### src/rtl/mario_sprite_renderer_if.sv
// Pixel-stream bundle between the VGA/background path, the Mario mover,
// the sprite ROM and the sprite renderer.
interface mario_sprite_renderer_if #(
    parameter int COLOR_W = 12,
    parameter int ADDR_W  = 12
);
    // Free-running stream, one pixel per clock: no valid/ready pair and no
    // backpressure; every output is aligned with its input LATENCY edges earlier.
    logic [31:0]        mario_x;
    logic [31:0]        mario_y;
    logic               left;
    logic               right;
    logic               frame_start;
    logic [9:0]         pixel_x;
    logic [9:0]         pixel_y;
    logic               video_on;
    logic               hsync_in;
    logic               vsync_in;
    logic [COLOR_W-1:0] bg_color;
    logic [ADDR_W-1:0]  rom_addr;
    logic [COLOR_W-1:0] rom_data;
    logic [COLOR_W-1:0] pixel_color;
    logic               hsync_out;
    logic               vsync_out;
    logic               sprite_hit;

    modport master (
        output mario_x, mario_y, left, right, frame_start, pixel_x, pixel_y,
               video_on, hsync_in, vsync_in, bg_color, rom_data,
        input  rom_addr, pixel_color, hsync_out, vsync_out, sprite_hit
    );

    modport slave (
        input  mario_x, mario_y, left, right, frame_start, pixel_x, pixel_y,
               video_on, hsync_in, vsync_in, bg_color, rom_data,
        output rom_addr, pixel_color, hsync_out, vsync_out, sprite_hit
    );
endinterface

### src/rtl/mario_sprite_renderer.sv
// Overlays the Mario sprite on the background stream through a 3-stage
// pipeline around a synchronous sprite ROM; position/facing latched per frame.
module mario_sprite_renderer #(
    parameter int                 MARIO_WIDTH = 42,
    parameter int                 COLOR_W     = 12,
    parameter logic [COLOR_W-1:0] TRANSPARENT = 12'hF0F,
    parameter int                 ADDR_W      = 12,
    parameter int                 ANIM_FRAMES = 8
) (
    input  logic                  vga_clock,
    input  logic                  reset_n,
    mario_sprite_renderer_if.slave bus
);
    localparam int CNT_W = (ANIM_FRAMES > 1) ? $clog2(ANIM_FRAMES) : 1;

    logic              face_q, face_d;     // 1 = facing left
    logic [31:0]       lx_q, lx_d, ly_q, ly_d;
    logic              lface_q, lface_d;
    logic              anim_q, anim_d;
    logic [CNT_W-1:0]  cnt_q, cnt_d;

    always_comb begin
        face_d  = face_q;
        lx_d    = lx_q;
        ly_d    = ly_q;
        lface_d = lface_q;
        anim_d  = anim_q;
        cnt_d   = cnt_q;
        if (bus.left & ~bus.right) begin
            face_d = 1'b1;
        end else if (bus.right & ~bus.left) begin
            face_d = 1'b0;
        end
        if (bus.frame_start) begin
            lx_d    = bus.mario_x;
            ly_d    = bus.mario_y;
            lface_d = face_q;
            // Walk cycle only advances while the sprite moved since the last frame.
            if (bus.mario_x != lx_q) begin
                if (cnt_q == CNT_W'(ANIM_FRAMES - 1)) begin
                    cnt_d  = '0;
                    anim_d = ~anim_q;
                end else begin
                    cnt_d = cnt_q + 1'b1;
                end
            end else begin
                cnt_d  = '0;
                anim_d = 1'b0;
            end
        end
    end

    always_ff @(posedge vga_clock) begin
        if (!reset_n) begin
            face_q  <= 1'b0;
            lx_q    <= 32'd0;
            ly_q    <= 32'd360;
            lface_q <= 1'b0;
            anim_q  <= 1'b0;
            cnt_q   <= '0;
        end else begin
            face_q  <= face_d;
            lx_q    <= lx_d;
            ly_q    <= ly_d;
            lface_q <= lface_d;
            anim_q  <= anim_d;
            cnt_q   <= cnt_d;
        end
    end

    logic [31:0]       px_w, py_w;
    logic              inside_c;
    logic [ADDR_W-1:0] dx_c, dy_c, col_c, addr_c;

    always_comb begin
        px_w     = {22'd0, bus.pixel_x};
        py_w     = {22'd0, bus.pixel_y};
        inside_c = bus.video_on
                 & (px_w >= lx_q) & (px_w < lx_q + 32'(MARIO_WIDTH))
                 & (py_w >= ly_q) & (py_w < ly_q + 32'(MARIO_WIDTH));
        // Offsets only matter modulo the ROM size, so keep them ADDR_W wide.
        dx_c     = ADDR_W'(px_w - lx_q);
        dy_c     = ADDR_W'(py_w - ly_q);
        col_c    = lface_q ? (ADDR_W'(MARIO_WIDTH - 1) - dx_c) : dx_c;
        addr_c   = (anim_q ? ADDR_W'(MARIO_WIDTH * MARIO_WIDTH) : '0)
                 + dy_c * ADDR_W'(MARIO_WIDTH) + col_c;
    end

    logic [ADDR_W-1:0]  rom_addr_q;
    logic               in1_q, von1_q, hs1_q, vs1_q;
    logic               in2_q, von2_q, hs2_q, vs2_q;
    logic [COLOR_W-1:0] bg1_q, bg2_q;
    logic [COLOR_W-1:0] color_q, color_d;
    logic               hit_q, hit_d, hs_out_q, vs_out_q;

    always_comb begin
        color_d = bg2_q;
        hit_d   = 1'b0;
        if (!von2_q) begin
            color_d = '0;
        end else if (in2_q && (bus.rom_data != TRANSPARENT)) begin
            color_d = bus.rom_data;
            hit_d   = 1'b1;
        end
    end

    always_ff @(posedge vga_clock) begin
        if (!reset_n) begin
            rom_addr_q <= '0;
            in1_q      <= 1'b0;
            von1_q     <= 1'b0;
            bg1_q      <= '0;
            hs1_q      <= 1'b1;
            vs1_q      <= 1'b1;
            in2_q      <= 1'b0;
            von2_q     <= 1'b0;
            bg2_q      <= '0;
            hs2_q      <= 1'b1;
            vs2_q      <= 1'b1;
            color_q    <= '0;
            hit_q      <= 1'b0;
            hs_out_q   <= 1'b1;
            vs_out_q   <= 1'b1;
        end else begin
            if (inside_c) begin
                rom_addr_q <= addr_c;
            end
            in1_q    <= inside_c;
            von1_q   <= bus.video_on;
            bg1_q    <= bus.bg_color;
            hs1_q    <= bus.hsync_in;
            vs1_q    <= bus.vsync_in;
            in2_q    <= in1_q;
            von2_q   <= von1_q;
            bg2_q    <= bg1_q;
            hs2_q    <= hs1_q;
            vs2_q    <= vs1_q;
            color_q  <= color_d;
            hit_q    <= hit_d;
            hs_out_q <= hs2_q;
            vs_out_q <= vs2_q;
        end
    end

    assign bus.rom_addr    = rom_addr_q;
    assign bus.pixel_color = color_q;
    assign bus.sprite_hit  = hit_q;
    assign bus.hsync_out   = hs_out_q;
    assign bus.vsync_out   = vs_out_q;
endmodule

### src/flat_wrapper.sv
// flat-port wrapper written by rule: the top's interface ports become plain ports
module mario_sprite_renderer_flat 
#(
    parameter int                 MARIO_WIDTH = 42,
    parameter int                 COLOR_W     = 12,
    parameter logic [COLOR_W-1:0] TRANSPARENT = 12'hF0F,
    parameter int                 ADDR_W      = 12,
    parameter int                 ANIM_FRAMES = 8
)
  (vga_clock, reset_n, bus_mario_x, bus_mario_y, bus_left, bus_right, bus_frame_start, bus_pixel_x, bus_pixel_y, bus_video_on, bus_hsync_in, bus_vsync_in, bus_bg_color, bus_rom_data, bus_rom_addr, bus_pixel_color, bus_hsync_out, bus_vsync_out, bus_sprite_hit);
  mario_sprite_renderer_if #(.COLOR_W(COLOR_W), .ADDR_W(ADDR_W)) bus_i ();
  input  logic vga_clock;
  input  logic reset_n;
  input wire logic [$bits(bus_i.mario_x)-1:0] bus_mario_x;
  input wire logic [$bits(bus_i.mario_y)-1:0] bus_mario_y;
  input wire logic [$bits(bus_i.left)-1:0] bus_left;
  input wire logic [$bits(bus_i.right)-1:0] bus_right;
  input wire logic [$bits(bus_i.frame_start)-1:0] bus_frame_start;
  input wire logic [$bits(bus_i.pixel_x)-1:0] bus_pixel_x;
  input wire logic [$bits(bus_i.pixel_y)-1:0] bus_pixel_y;
  input wire logic [$bits(bus_i.video_on)-1:0] bus_video_on;
  input wire logic [$bits(bus_i.hsync_in)-1:0] bus_hsync_in;
  input wire logic [$bits(bus_i.vsync_in)-1:0] bus_vsync_in;
  input wire logic [$bits(bus_i.bg_color)-1:0] bus_bg_color;
  input wire logic [$bits(bus_i.rom_data)-1:0] bus_rom_data;
  output wire logic [$bits(bus_i.rom_addr)-1:0] bus_rom_addr;
  output wire logic [$bits(bus_i.pixel_color)-1:0] bus_pixel_color;
  output wire logic [$bits(bus_i.hsync_out)-1:0] bus_hsync_out;
  output wire logic [$bits(bus_i.vsync_out)-1:0] bus_vsync_out;
  output wire logic [$bits(bus_i.sprite_hit)-1:0] bus_sprite_hit;
  assign bus_i.mario_x = bus_mario_x;
  assign bus_i.mario_y = bus_mario_y;
  assign bus_i.left = bus_left;
  assign bus_i.right = bus_right;
  assign bus_i.frame_start = bus_frame_start;
  assign bus_i.pixel_x = bus_pixel_x;
  assign bus_i.pixel_y = bus_pixel_y;
  assign bus_i.video_on = bus_video_on;
  assign bus_i.hsync_in = bus_hsync_in;
  assign bus_i.vsync_in = bus_vsync_in;
  assign bus_i.bg_color = bus_bg_color;
  assign bus_i.rom_data = bus_rom_data;
  assign bus_rom_addr = bus_i.rom_addr;
  assign bus_pixel_color = bus_i.pixel_color;
  assign bus_hsync_out = bus_i.hsync_out;
  assign bus_vsync_out = bus_i.vsync_out;
  assign bus_sprite_hit = bus_i.sprite_hit;
  mario_sprite_renderer #(.MARIO_WIDTH(MARIO_WIDTH), .COLOR_W(COLOR_W), .TRANSPARENT(TRANSPARENT), .ADDR_W(ADDR_W), .ANIM_FRAMES(ANIM_FRAMES)) u_core (.vga_clock(vga_clock), .reset_n(reset_n), .bus(bus_i));
endmodule
### config.mk
export PLATFORM = sky130hd
export DESIGN_NAME = mario_sprite_renderer_flat
export DESIGN_NICKNAME = d
export VERILOG_FILES = /design/src/rtl/mario_sprite_renderer_if.sv /design/src/rtl/mario_sprite_renderer.sv /design/src/flat_wrapper.sv
export SDC_FILE = /design/constraint.sdc
export NUM_CORES = 1
export LEC_CHECK = 0
export CAP_MARGIN = 20
export CORE_MARGIN = 2
export CORE_UTILIZATION = 55
export DETAILED_ROUTE_END_ITERATION = 8
export PLACE_DENSITY = 0.88
export SYNTH_ARGS = -nofsm -noshare
export SYNTH_HDL_FRONTEND = slang
export SYNTH_SLANG_ARGS = --single-unit
### constraint.sdc
create_clock -name vga_clock -period 8.5 [get_ports vga_clock]
set_input_delay 1.7 -clock vga_clock [delete_from_list [all_inputs] [get_ports vga_clock]]
set_output_delay 1.7 -clock vga_clock [all_outputs]
set_load 0.01 [all_outputs]
# --- After elaboration in Yosys (flattened, before gate mapping) ---
# Cells that the tools add are included.
word_totals:
  register_bits: 129
  in_bits: 116
  out_inout_bits: 27
  wordCells: 61
classes:
  n_addsub: 8
  n_mul: 1
  n_lt_le_gt_ge: 4
  n_eq_ne: 4
  n_mux: 10
  bitwise: 9
  reduce_logical: 4
ops:
  columns: ["cell", "count"]
  rows:
  - ["32-bit by 6-bit adder with 32-bit output, second input constant", 2]
  - ["10-bit by 32-bit >= comparator with 1-bit output", 2]
  - ["10-bit by 32-bit < comparator with 1-bit output", 2]
  - ["32-bit != test", 1]
  - ["12-bit adder", 2]
  - ["12-bit two-way mux", 2]
  - ["10-bit by 12-bit subtractor with 12-bit output", 2]
  - ["12-bit by 5-bit multiplier with 11-bit output, second input constant", 1]
  - ["12-bit != test, second input constant", 1]
  - ["6-bit by 12-bit subtractor with 12-bit output, first input constant", 1]
  - ["11-bit two-way mux", 1]
  - ["1-bit AND", 6]
  - ["3-bit two-way mux", 2]
  - ["1-bit two-way mux", 5]
  - ["2-bit AND reduction", 2]
  - ["3-bit by 1-bit adder with 3-bit output, second input constant", 1]
  - ["3-bit equality test, second input constant", 1]
  - ["1-bit inverter", 3]
  - ["2-bit != test, second input constant", 1]
  - ["2-bit nonzero test", 1]
  - ["1-bit logical AND", 1]

# --- Logic depth before layout (Yosys ltp) ---
depth:
  word_depth: 5
  ltp_mapped: 28
  ltp_nobuf: 28

# --- Least setup slack after synthesis ---
# Ideal clock, no wire load.
synth_timing:
  path_kind: "input-to-reg"
  from: "input port bus_pixel_y[0]"
  to: "register u_core.rom_addr_q[11] (netlist: u_core.bus.rom_addr[11])"
  setup_ns: 0.116
  arrival_time_ns: 6.902
  required_ns: 8.384
  slack_ns: 1.482
  stages: 26
  n_path_buf: 0
  path_cell_list: "inv_1 > ha_1 > fa_1 > nand2b_1 > a21oi_1 > xor2_1 > ha_1 > ha_1 > inv_1 > fa_1 > inv_1 > ha_1 > a21oi_1 > o21bai_1 > a21oi_1 > xor2_1 > fa_1 > xnor2_1 > xnor2_1 > xnor2_1 > xnor2_1 > xor2_1 > xnor3_1 > xnor2_1 > xor2_1 > o211a_1"
synth_via:
  elab_chain_cells: 4
  elab_cells_between_ends: 8
  cone_classes: "add/sub: 3; mul: 1; order compare: 2; bitwise: 2"
synth_rtl:
  columns: ["element", "line", "text"]
  rows:
  - ["from (decl)", "flat_wrapper.sv:20", "input wire logic [$bits(bus_i.pixel_y)-1:0] bus_pixel_y;"]
  - ["10-bit by 12-bit subtractor with 12-bit output", "mario_sprite_renderer.sv:83", "dy_c = ADDR_W'(py_w - ly_q);"]
  - ["12-bit by 5-bit multiplier with 11-bit output", "mario_sprite_renderer.sv:86", "+ dy_c * ADDR_W'(MARIO_WIDTH) + col_c;"]
  - ["12-bit adder (2 in series)", "mario_sprite_renderer.sv:86", null]
  - ["to (signal assigned)", "mario_sprite_renderer.sv:126", "rom_addr_q <= addr_c;"]
  - ["to (decl)", "mario_sprite_renderer.sv:89", "logic [ADDR_W-1:0] rom_addr_q;"]
# Parallel ways exist; a longest one is shown, timed or not.
# A chain may end at the register's enable or synchronous reset.

# --- Worst setup path after layout ---
# Same ends and word-level chain as after synthesis.

==> flow_summary.json <==
{
  "finalNetCount": 1299,
  "rsz0062_at_grt": "false",
  "worst_setup_path_start_kind": "input port",
  "ant_nets": 0,
  "cp.arrival_ns": 7.93,
  "yosysTopAreaCell": "dfxtp_1",
  "cts.clk_slew.worst_paths_ns": 0.06,
  "yosys_warnings": 0,
  "fmax_mhz": 131,
  "p_int_w": 0.00173,
  "layout.cells.non_filler": 1294,
  "routed_wl_um": 21300,
  "clockBufferDepth": 2,
  "synthTopCellsByCount": "129 x dfxtp_1, 121 x nor2_1, 86 x mux2i_1",
  "synthArstFlopShare_pct": 0,
  "crit_fanout": 3,
  "drt_first_pass_iters": 6,
  "final_hold_viol_count": 0,
  "netlist_instances": 972,
  "power_switching_w": 0.00108,
  "synth_nets": 1178,
  "wl_per_cell_um": 16.5,
  "route.vias.total": 7352,
  "p_clk_share_pct": 24.9,
  "vias_per_cell": 5.68,
  "fp.dieH_um": 129,
  "die_w_um": 129,
  "boundaryPins": 143,
  "setup_viol": 0,
  "powerDensity_mw_per_mm2": 265,
  "min_path_type": "register to register",
  "critPathKind": "input port to register",
  "status": "complete, no violations",
  "swShare_pct": 38.6,
  "yosys-top-cells-area": "dfxtp_1 30%, ha_1 11%, mux2i_1 10%",
  "synth.distinct_cells": 64,
  "cts_tree": "built",
  "ir_worst_vdd_uv": 280,
  "yosys_most_used_dff": "dfxtp_1",
  "slew_headroom_pct": 24.0,
  "seq_area_mm2": 0.00258,
  "grt_usage_pct": 25.9,
  "fin_tns_setup_ns": 0,
  "synth_edf_count": 0,
  "first_global_vias": 7222,
  "core-area_mm2": 0.0152,
  "crit_required_ns": 8.81,
  "multi_input_area_mm2": 0.00553,
  "fin_crit_ns": 7.62,
  "clock_latency_ns": 0.42,
  "tightest_slew_ns": 1.14,
  "avgSynthCellArea_um2": 8.81,
  "first_iter_violations": 404,
  "clock-root-buffer": "clkbuf_16",
  "dpl.hpwl_um": 15600,
  "finClkSkew_ns": 0.00685,
  "grt_pass1_wl_um": 34200,
  "yosys_register_bits": 129,
  "p_leak_nw": 4.53,
  "io_buffers": 142,
  "drive_gt1_share_pct": 4.16,
  "gp_congestion": 0.894,
  "htreeDepth": 4,
  "fillers": 1134,
  "overflow": 0,
  "syn_area_mm2": 0.00856,
  "synth.yosys.seq_area_share_pct": 30.2,
  "yosys.cell_count.top_type": "dfxtp_1",
  "grt_max_degree": 73,
  "cts_buffers": 17,
  "die_area_mm2": 0.0166,
  "drv_cap": 0,
  "start_util_pct": 56.3,
  "placementRows": 45,
  "power_frac_comb_pct": 51.3,
  "cts.sinks": 129,
  "seq_power_share_pct": 23.8,
  "final_area_mm2": 0.0106,
  "end_kind": "register",
  "fin_crit_sh_pct": 89.6,
  "cts_resized": 0,
  "postCtsSetupBuffers": 0,
  "antenna_cells": 0,
  "post_dp_cell_area_mm2": 0.0100,
  "slew_viol_final": 0,
  "route.detailed.drc": 0,
  "postCtsHoldBufs": 0,
  "synth_top_area_share_pct": 30.2,
  "area_delta_synth_final_pct": 24.0,
  "final_util_pct": 69.9,
  "dp_cells": 1262,
  "grt_antenna_before_repair": 0
}
cells in the final DEF (no fill, tap or decap), types with 5 or more instances in the layout:
cell	netlist	layout
fa_1	16	16
xor2_1	16	16
nand2_1	44	44
a211oi_1	10	10
clkdlybuf4s50_1	0	141
inv_8	0	5
nor3_1	14	14
o21a_1	8	8
o211ai_1	9	9
inv_1	68	67
o21bai_1	5	5
nor4_1	13	13
and4_1	5	5
xnor2_1	82	82
ha_1	74	74
dfxtp_1	129	129
nor2_1	121	121
a21oi_1	32	32
nand3_1	19	19
a21o_1	12	12
o21ai_0	22	22
nand2b_1	18	18
and2_1	32	32
clkbuf_16	0	17
nand4_1	22	22
o2111ai_1	5	5
and3_1	8	8
buf_4	0	5
mux2i_1	86	86
worst paths after layout:
kind / startpoint / endpoint / slack, ns / depth (start not counted)
setup / recovery: bus_pixel_y[0] / u_core.bus.rom_addr[11] / 0.88 / 27
hold / removal: u_core.hs2_q / u_core.bus.hsync_out / 0.40 / 1
setup reg to reg: u_core.ly_q[1] / u_core.bus.rom_addr[11] / 2.14 / 28
hold reg to reg: u_core.hs2_q / u_core.bus.hsync_out / 0.40 / 1
worst max-delay path, cell delays in order:
cell and delay [ns]:
clkdlybuf4s50_1 0.46, inv_1 0.05, ha_1 0.23, fa_1 0.41, nand2b_1 0.18, a21oi_1 0.21, xor2_1 0.30, ha_1 0.30
ha_1 0.28, inv_1 0.05, fa_1 0.53, inv_1 0.04, ha_1 0.30, a21oi_1 0.21, o21bai_1 0.09, a21oi_1 0.18
xor2_1 0.11, fa_1 0.41, xnor2_1 0.15, xnor2_1 0.23, xnor2_1 0.17, xnor2_1 0.18, xor2_1 0.27, xnor3_1 0.37
xnor2_1 0.15, xor2_1 0.16, o211a_1 0.20
registers in the layout, summed over array words and instances (netlist names):
name	count
u_core.vs2_q	1
u_core.anim_q	1
u_core.bus.vsync_out	1
u_core.bus.pixel_color	12
u_core.bg1_q	12
u_core.cnt_q	3
u_core.von1_q	1
u_core.in1_q	1
u_core.vs1_q	1
u_core.bus.rom_addr	12
u_core.bg2_q	12
u_core.hs1_q	1
u_core.bus.hsync_out	1
u_core.lface_q	1
u_core.von2_q	1
u_core.ly_q	32
u_core.bus.sprite_hit	1
u_core.face_q	1
u_core.hs2_q	1
u_core.lx_q	32
u_core.in2_q	1
kinds of logic after synthesis:
kind of cell             Yosys count  share of synthesized area [%]
AND/OR/NAND/NOR                  314                           18.2
AO/OA/AOI/OAI                    139                           11.0
flip-flops                       129                           30.2
buffers and inverters            112                           5.36
XOR/XNOR                          99                           10.3
adder cells (fa/ha/maj)           90                           14.6
multiplexers                      89                           10.4
power by group through the flow:
stage	combinational, W	clock (W)	sequential (W)
2_1_floorplan	0.00111	0	0.000662
3_3_place_gp	0.00132	0	0.000677
3_5_place_dp	0.00138	0	0.000679
4_1_cts	0.00143	0.000708	0.000666
5_1_grt	0.00159	0.000737	0.000671
6_report	0.00144	0.000701	0.000668
metal layers:
metal	vias to the layer above	GRT usage, %	share of wire (%)
met5	-	0	0
met1	3466	33.3	44
met4	0	7.54	1.7
li1	3619	-	-
met3	34	4.86	5.5
met2	233	44.6	48
stage by stage:
step / worst slack [ns] / hold WS, ns / power (W)
global route: 0.518 / 0.427 / 0.00300
finish: 0.880 / 0.402 / 0.00281
detailed placement: 0.626 / 0.396 / 0.00206
CTS: 0.876 / 0.407 / 0.00280
floorplan: 1.48 / 0.386 / 0.00177
global placement: 0.787 / 0.388 / 0.00200
cell type report:
type	instances	share of cell area (%)
multi-input cells	731	52.0
flip-flops and latches	129	24.3
repair buffers	146	13.6
clock buffers	17	4.01
inverters	68	2.40
well taps	188	2.21
clock inverters	15	1.38
Note: power is estimated with default switching activity, not from simulation.
